**config.mk**
```make
export PLATFORM = sky130hd
export DESIGN_NAME = sata_xcvr_rst_sequencer_flat
export DESIGN_NICKNAME = d
export VERILOG_FILES = /design/src/rtl/sata_xcvr_rst_sequencer_if.sv /design/src/rtl/sata_xcvr_rst_sequencer.sv /design/src/flat_wrapper.sv
export SDC_FILE = /design/constraint.sdc
export NUM_CORES = 1
export LEC_CHECK = 0
export CORE_ASPECT_RATIO = 1.25
export CORE_MARGIN = 1.5
export CORE_UTILIZATION = 56
export DETAILED_ROUTE_END_ITERATION = 8
export PLACE_DENSITY = 0.81
export SLEW_MARGIN = 20
export SYNTH_ARGS = -nofsm -noshare
export SYNTH_HDL_FRONTEND = slang
export SYNTH_SLANG_ARGS = --single-unit
```
**constraint.sdc**
```tcl
create_clock -name clock -period 6.1 [get_ports clock]
set_clock_uncertainty 0.2 [all_clocks]
set_input_delay 1.22 -clock clock [delete_from_list [all_inputs] [get_ports clock]]
set_output_delay 1.22 -clock clock [all_outputs]
set_load 0.01 [all_outputs]
```
**src/rtl/sata_xcvr_rst_sequencer_if.sv**
```systemverilog
// Signal bundle between the SATA link-level reset sequencer and its surroundings
// (link layer, transceiver reset controller, CDR lock status).
interface sata_xcvr_rst_sequencer_if;
    // Handshake: every signal is a level sampled on the rising clock edge. There is no
    // valid/ready pairing. req_reset is a request that holds while high. rc_tx_ready and
    // rc_rx_ready act as "ready" acknowledgements to rc_reset dropping. link_ready is the
    // channel-up status returned to the link layer.
    logic       req_reset;
    logic       rc_reset;
    logic       rc_tx_ready;
    logic       rc_rx_ready;
    logic       rx_is_lockedtodata;
    logic       link_ready;
    logic       fail;
    logic [2:0] retry_cnt;
    logic [2:0] dbg_state;

    modport master (
        input  req_reset,
        input  rc_tx_ready,
        input  rc_rx_ready,
        input  rx_is_lockedtodata,
        output rc_reset,
        output link_ready,
        output fail,
        output retry_cnt,
        output dbg_state
    );

    modport slave (
        output req_reset,
        output rc_tx_ready,
        output rc_rx_ready,
        output rx_is_lockedtodata,
        input  rc_reset,
        input  link_ready,
        input  fail,
        input  retry_cnt,
        input  dbg_state
    );
endinterface

```
**src/rtl/sata_xcvr_rst_sequencer.sv**
```systemverilog
// Reset sequencer for an Arria 10 SATA transceiver channel: hold, wait for tx/rx ready, retry, fail.
// Optional CDR lock-loss restart from READY is enabled with `define SATA_XCVR_RST_SEQ_LOL_MONITOR_EN.
module sata_xcvr_rst_sequencer #(
    parameter int unsigned RST_CYCLES = 16,
    parameter int unsigned TX_TIMEOUT = 65536,
    parameter int unsigned RX_TIMEOUT = 262144,
    parameter int unsigned LOL_FILTER = 8,
    parameter int unsigned RETRY_MAX  = 7
) (
    input  logic                        clock,
    input  logic                        reset,
    sata_xcvr_rst_sequencer_if.master   bus
);
    localparam int unsigned CNT_MAX_A = (RST_CYCLES > TX_TIMEOUT) ? RST_CYCLES : TX_TIMEOUT;
    localparam int unsigned CNT_MAX   = (CNT_MAX_A > RX_TIMEOUT) ? CNT_MAX_A : RX_TIMEOUT;
    localparam int unsigned CW        = $clog2(CNT_MAX);

    localparam logic [CW-1:0] RST_LAST  = CW'(RST_CYCLES - 1);
    localparam logic [CW-1:0] TX_LAST   = CW'(TX_TIMEOUT - 1);
    localparam logic [CW-1:0] RX_LAST   = CW'(RX_TIMEOUT - 1);
    localparam logic [2:0]    RETRY_LIM = 3'(RETRY_MAX);

    typedef enum logic [2:0] {
        S_HOLD    = 3'd0,
        S_WAIT_TX = 3'd1,
        S_WAIT_RX = 3'd2,
        S_READY   = 3'd3,
        S_FAIL    = 3'd4
    } state_t;

    state_t        state_q, state_d;
    logic [CW-1:0] cnt_q;
    logic          cnt_clr;
    logic [2:0]    retry_q, retry_d;
    logic          timeout;
    logic          lol_hit;

`ifdef SATA_XCVR_RST_SEQ_LOL_MONITOR_EN
    localparam int unsigned LW = $clog2(LOL_FILTER + 1);
    localparam logic [LW-1:0] LOL_LAST = LW'(LOL_FILTER - 1);
    localparam logic [LW-1:0] LOL_SAT  = LW'(LOL_FILTER);

    logic [LW-1:0] lol_cnt_q;

    // The LOL_FILTER-th consecutive low sample trips on the edge it is seen.
    assign lol_hit = (state_q == S_READY) && !bus.rx_is_lockedtodata && (lol_cnt_q == LOL_LAST);

    always_ff @(posedge clock) begin
        if (reset || state_d != S_READY) begin
            lol_cnt_q <= '0;
        end else if (state_q != S_READY || bus.rx_is_lockedtodata) begin
            lol_cnt_q <= '0;
        end else if (lol_cnt_q != LOL_SAT) begin
            lol_cnt_q <= lol_cnt_q + 1'b1;
        end
    end
`else
    logic unused_lock;
    assign unused_lock = bus.rx_is_lockedtodata;
    assign lol_hit     = 1'b0;
`endif

    always_ff @(posedge clock) begin
        if (reset) begin
            state_q <= S_HOLD;
            cnt_q   <= '0;
            retry_q <= '0;
        end else begin
            state_q <= state_d;
            retry_q <= retry_d;
            if (cnt_clr) begin
                cnt_q <= '0;
            end else if (state_q == S_HOLD || state_q == S_WAIT_TX || state_q == S_WAIT_RX) begin
                cnt_q <= cnt_q + 1'b1;
            end
        end
    end

    always_comb begin
        state_d = state_q;
        retry_d = retry_q;
        cnt_clr = 1'b0;
        timeout = 1'b0;
        if (bus.req_reset) begin
            state_d = S_HOLD;
            retry_d = '0;
            cnt_clr = 1'b1;
        end else if (lol_hit) begin
            state_d = S_HOLD;
            retry_d = '0;
        end else begin
            case (state_q)
                S_HOLD: begin
                    if (cnt_q == RST_LAST) state_d = S_WAIT_TX;
                end
                S_WAIT_TX: begin
                    if (bus.rc_tx_ready)        state_d = S_WAIT_RX;
                    else if (cnt_q == TX_LAST)  timeout = 1'b1;
                end
                S_WAIT_RX: begin
                    // Ready beats a coincident timeout; a tx drop aborts at once.
                    if (bus.rc_rx_ready && bus.rc_tx_ready) state_d = S_READY;
                    else if (!bus.rc_tx_ready)              timeout = 1'b1;
                    else if (cnt_q == RX_LAST)              timeout = 1'b1;
                end
                S_READY: begin
                    if (!bus.rc_tx_ready || !bus.rc_rx_ready) begin
                        state_d = S_HOLD;
                        retry_d = '0;
                    end
                end
                S_FAIL: begin
                    state_d = S_FAIL;
                end
                default: begin
                    state_d = S_HOLD;
                    retry_d = '0;
                end
            endcase
            if (timeout) begin
                if (retry_q == RETRY_LIM) begin
                    state_d = S_FAIL;
                end else begin
                    state_d = S_HOLD;
                    retry_d = retry_q + 3'd1;
                end
            end
        end
        if (state_d != state_q) cnt_clr = 1'b1;
    end

    always_comb begin
        bus.rc_reset   = (state_q == S_HOLD) || (state_q == S_FAIL);
        bus.link_ready = (state_q == S_READY);
        bus.fail       = (state_q == S_FAIL);
        bus.retry_cnt  = retry_q;
        bus.dbg_state  = state_q;
    end
endmodule

```
**src/flat_wrapper.sv**
```systemverilog
// flat-port wrapper written by rule: the top's interface ports become plain ports
module sata_xcvr_rst_sequencer_flat 
#(
    parameter int unsigned RST_CYCLES = 16,
    parameter int unsigned TX_TIMEOUT = 65536,
    parameter int unsigned RX_TIMEOUT = 262144,
    parameter int unsigned LOL_FILTER = 8,
    parameter int unsigned RETRY_MAX  = 7
)
  (clock, reset, bus_req_reset, bus_rc_tx_ready, bus_rc_rx_ready, bus_rx_is_lockedtodata, bus_rc_reset, bus_link_ready, bus_fail, bus_retry_cnt, bus_dbg_state);
  sata_xcvr_rst_sequencer_if bus_i ();
  input  logic clock;
  input  logic reset;
  input wire logic [$bits(bus_i.req_reset)-1:0] bus_req_reset;
  input wire logic [$bits(bus_i.rc_tx_ready)-1:0] bus_rc_tx_ready;
  input wire logic [$bits(bus_i.rc_rx_ready)-1:0] bus_rc_rx_ready;
  input wire logic [$bits(bus_i.rx_is_lockedtodata)-1:0] bus_rx_is_lockedtodata;
  output wire logic [$bits(bus_i.rc_reset)-1:0] bus_rc_reset;
  output wire logic [$bits(bus_i.link_ready)-1:0] bus_link_ready;
  output wire logic [$bits(bus_i.fail)-1:0] bus_fail;
  output wire logic [$bits(bus_i.retry_cnt)-1:0] bus_retry_cnt;
  output wire logic [$bits(bus_i.dbg_state)-1:0] bus_dbg_state;
  assign bus_i.req_reset = bus_req_reset;
  assign bus_i.rc_tx_ready = bus_rc_tx_ready;
  assign bus_i.rc_rx_ready = bus_rc_rx_ready;
  assign bus_i.rx_is_lockedtodata = bus_rx_is_lockedtodata;
  assign bus_rc_reset = bus_i.rc_reset;
  assign bus_link_ready = bus_i.link_ready;
  assign bus_fail = bus_i.fail;
  assign bus_retry_cnt = bus_i.retry_cnt;
  assign bus_dbg_state = bus_i.dbg_state;
  sata_xcvr_rst_sequencer #(.RST_CYCLES(RST_CYCLES), .TX_TIMEOUT(TX_TIMEOUT), .RX_TIMEOUT(RX_TIMEOUT), .LOL_FILTER(LOL_FILTER), .RETRY_MAX(RETRY_MAX)) u_core (.clock(clock), .reset(reset), .bus(bus_i));
endmodule
```
==> results.yml <==
run_status:
  status: "finished, final reports clean"
floorplanning:
  fp.coreArea_um2: 2187
  row_count: 19
  initial_utilization_pct: 58.92
  die_h_um: 56.64
  die_area_um2: 2600
  ios: 15
  fp.dieW_um: 45.91
worst_hold_path:
  whs_endpoint: "u_core.cnt_q[1]"
  hold_path_class: "reg -> reg"
  hold_depth: 2
  min-delay-start: "u_core.cnt_q[1]"
timing:
  max_slew_margin_pct: 57.53
  fin_crit_ns: 3.374
  rsz0062_at_grt: "false"
  hold_ws_ns: 0.3302
  hold_viol: 0
  drv_slew: 0
  max_freq_ghz: 0.2963
  worst_pin_slew_ns: 0.6368
  setup_viol: 0
  setup_tns_ns: 0
  period_share_pct: 55.32
synthesis:
  seq_area_frac_synth_pct: 37.28
  ys_ff_latch: 24
  ys_types: 35
  synth_fp_nets: 160
  synth_area_um2: 1289
  synth_area_leaders: "dfxtp_1 (37%), xor2_1 (6.1%), xnor2_1 (5.4%)"
  yosysTopAreaCell: "dfxtp_1"
  synth_top_area_share_pct: 37.28
  synth.avg_cell_area_um2: 8.535
  ys_warn_count: 0
  synthCells: 151
clocking:
  postCtsSetupRepairBufs: 0
  cts_resized: 0
  cts_buffer_depth: 2
  clkSlewWorstSetupHoldPaths_ns: 0.12
  cts_tree: "built"
  cts_sinks: 24
  cts-buffers-inserted: 3
  root_buffer: "clkbuf_4"
  cts_hold_buf: 0
  clk_latency_ns: 0.31
  htreeDepth: 1
final_layout:
  areaGrowthSynthToFinish_pct: 11.55
  antenna_cells: 0
  layout.nets: 174
  drive_gt1_share_pct: 10.43
global_routing:
  antenna_found_initial: 0
  grt_pass1_wl_um: 4098
  first_global_vias: 1004
  grt_max_degree: 19
  gr-total-overflow: 0
  grt_usage_pct: 21.19
drt:
  wirelength_um: 2431
  drtIter0Drc: 15
  wire_per_inst_um: 12.53
  drc: 0
  first_pass_iters: 4
  vias: 1115
  via_per_inst: 5.747
  antenna_left: 0
worst_setup_path:
  critPathMaxFanout: 18
  start_kind: "primary input"
  crit_type: "in -> reg"
  required_ns: 6.09
  r2r_start: "u_core.cnt_q[0]"
  r2r_slack_ns: 3.63
  crit_arrival_ns: 3.36
  r2r-end: "u_core.cnt_q[2]"
  reg2reg_depth: 7
  endpoint_kind: "flip-flop"
placement:
  gp_congestion: 0.7979
  port_buffers: 13
  dp_hpwl_um: 1841
power_and_ir_drop:
  power_density_nw_per_um2: 163.2
  leakage_nw: 0.4586
  internal_power_w: 0.0001847
  netSwitchingFraction_pct: 21.32
  p_sw_w: 0.00005003
  clkPwrFrac_pct: 28.4
  ir_worst_vdd_mv: 0.1318
  pwr-share-seq_pct: 67.4
  power_frac_comb_pct: 4.2
job:
  max_cap_violations: 0
sequential cells by signal (all words and copies together), names as in the netlist:
name                  cells
u_core.bus.dbg_state      3
u_core.cnt_q             18
u_core.bus.retry_cnt      3
cell families after synthesis:
kind of cell | Yosys count | share of synthesized area [%]
mux | 1 | 0.8737
simple gates | 80 | 32.62
xor+xnor | 17 | 11.55
fa+ha+maj | 3 | 2.913
compound gates | 18 | 10.29
flops | 24 | 37.28
buf+inv | 8 | 4.466
power by group through the flow:
stage          Combinational, W  Clock (W)  Sequential, W
6_report             0.00000988  0.0000666       0.000158
3_5_place_dp         0.00000997          0       0.000162
3_3_place_gp         0.00000978          0       0.000162
4_1_cts               0.0000100  0.0000698       0.000158
5_1_grt               0.0000109  0.0000750       0.000158
2_1_floorplan        0.00000631          0       0.000162
cell usage in the layout (no fill, tap or decap), types with 4 or more instances in the layout:
cell type,instances
xnor2_1,8
nor2_1,18
nor3_1,8
nand4_1,7
dfxtp_1,24
nand2_1,14
a21oi_1,6
nand3_1,5
nor2_2,10
clkdlybuf4s50_1,13
nor3b_1,4
xor2_1,9
nor4_1,6
through the flow:
| step | total power, W | utilization [%] | instance area [um^2] | instances | setup slack (ns) |
|---|---|---|---|---|---|
| after global routing | 0.0002443 | 65.73 | 1438 | 194 | 2.562 |
| after detailed placement | 0.0001717 | 64.70 | 1415 | 191 | 2.383 |
| after global placement | 0.0001715 | 64.70 | 1415 | 191 | 2.417 |
| after floorplan | 0.0001679 | - | 1289 | 151 | 3.314 |
| after CTS | 0.0002381 | 65.73 | 1438 | 194 | 2.722 |
| final | 0.0002347 | 65.73 | 1438 | 194 | 2.726 |
critical path, cell delays in order:
cell,delay (ns)
clkdlybuf4s50_1,0.55
o21ai_0,0.11
a2111oi_1,0.60
a21oi_1,0.20
o2111ai_4,0.57
nor2_1,0.11
how the worst max path moves through the flow:
stage	start	to	slack, ns	cells past startpoint
after detailed placement	bus_rc_tx_ready	u_core.cnt_q[0]	2.38	6
after global routing	bus_rc_tx_ready	u_core.cnt_q[14]	2.56	6
after floorplan	bus_rc_tx_ready	u_core.cnt_q[10]	3.31	7
after CTS	bus_rc_tx_ready	u_core.cnt_q[2]	2.72	6
final	bus_rc_tx_ready	u_core.cnt_q[2]	2.73	6
after global placement	bus_rc_tx_ready	u_core.cnt_q[3]	2.42	6
cell usage after synthesis:
| cell | number |
|---|---|
| dfxtp_1 | 24 |
| nor2_1 | 18 |
| nand2_1 | 14 |
| nor2_2 | 10 |
| xor2_1 | 9 |
| nor3_1 | 8 |
| xnor2_1 | 8 |
| nand4_1 | 7 |
| a21oi_1 | 6 |
| nor4_1 | 6 |
| nand3_1 | 5 |
| nor3b_1 | 4 |
| a31oi_1 | 3 |
| ha_1 | 3 |
| inv_1 | 3 |
| and3_1 | 2 |
| nand2b_1 | 2 |
| o21ai_0 | 2 |
| a2111oi_1 | 1 |
| a21o_1 | 1 |
| a22o_1 | 1 |
| a31o_2 | 1 |
| and2_1 | 1 |
| and4b_1 | 1 |
| buf_12 | 1 |
| buf_4 | 1 |
| buf_6 | 1 |
| clkbuf_1 | 1 |
| clkinv_1 | 1 |
| mux2_2 | 1 |
| nand4b_1 | 1 |
| o2111ai_4 | 1 |
| o21a_1 | 1 |
| o21ai_1 | 1 |
| or3_4 | 1 |
metal layers:
metal / wire [um] / track usage (%) / vias up / part of all wire [%]
met5: 0 / 0 / - / 0
met4: 47 / 9.388 / 0 / 1.9
met3: 53 / 4.180 / 5 / 2.2
met2: 1270 / 37.30 / 19 / 52
met1: 1060 / 23.06 / 538 / 44
li1: - / - / 553 / -
area by class of cell:
class / count / area [um^2]
Sequential cell: 24 / 480.5
Timing Repair Buffer: 13 / 130.1
Multi-Input combinational cell: 119 / 750.7
Clock buffer: 3 / 22.52
Inverter: 4 / 15.01
Tap cell: 31 / 38.79
Fill cell: 205 / 749.5
Power figures use the tool's default switching activity.
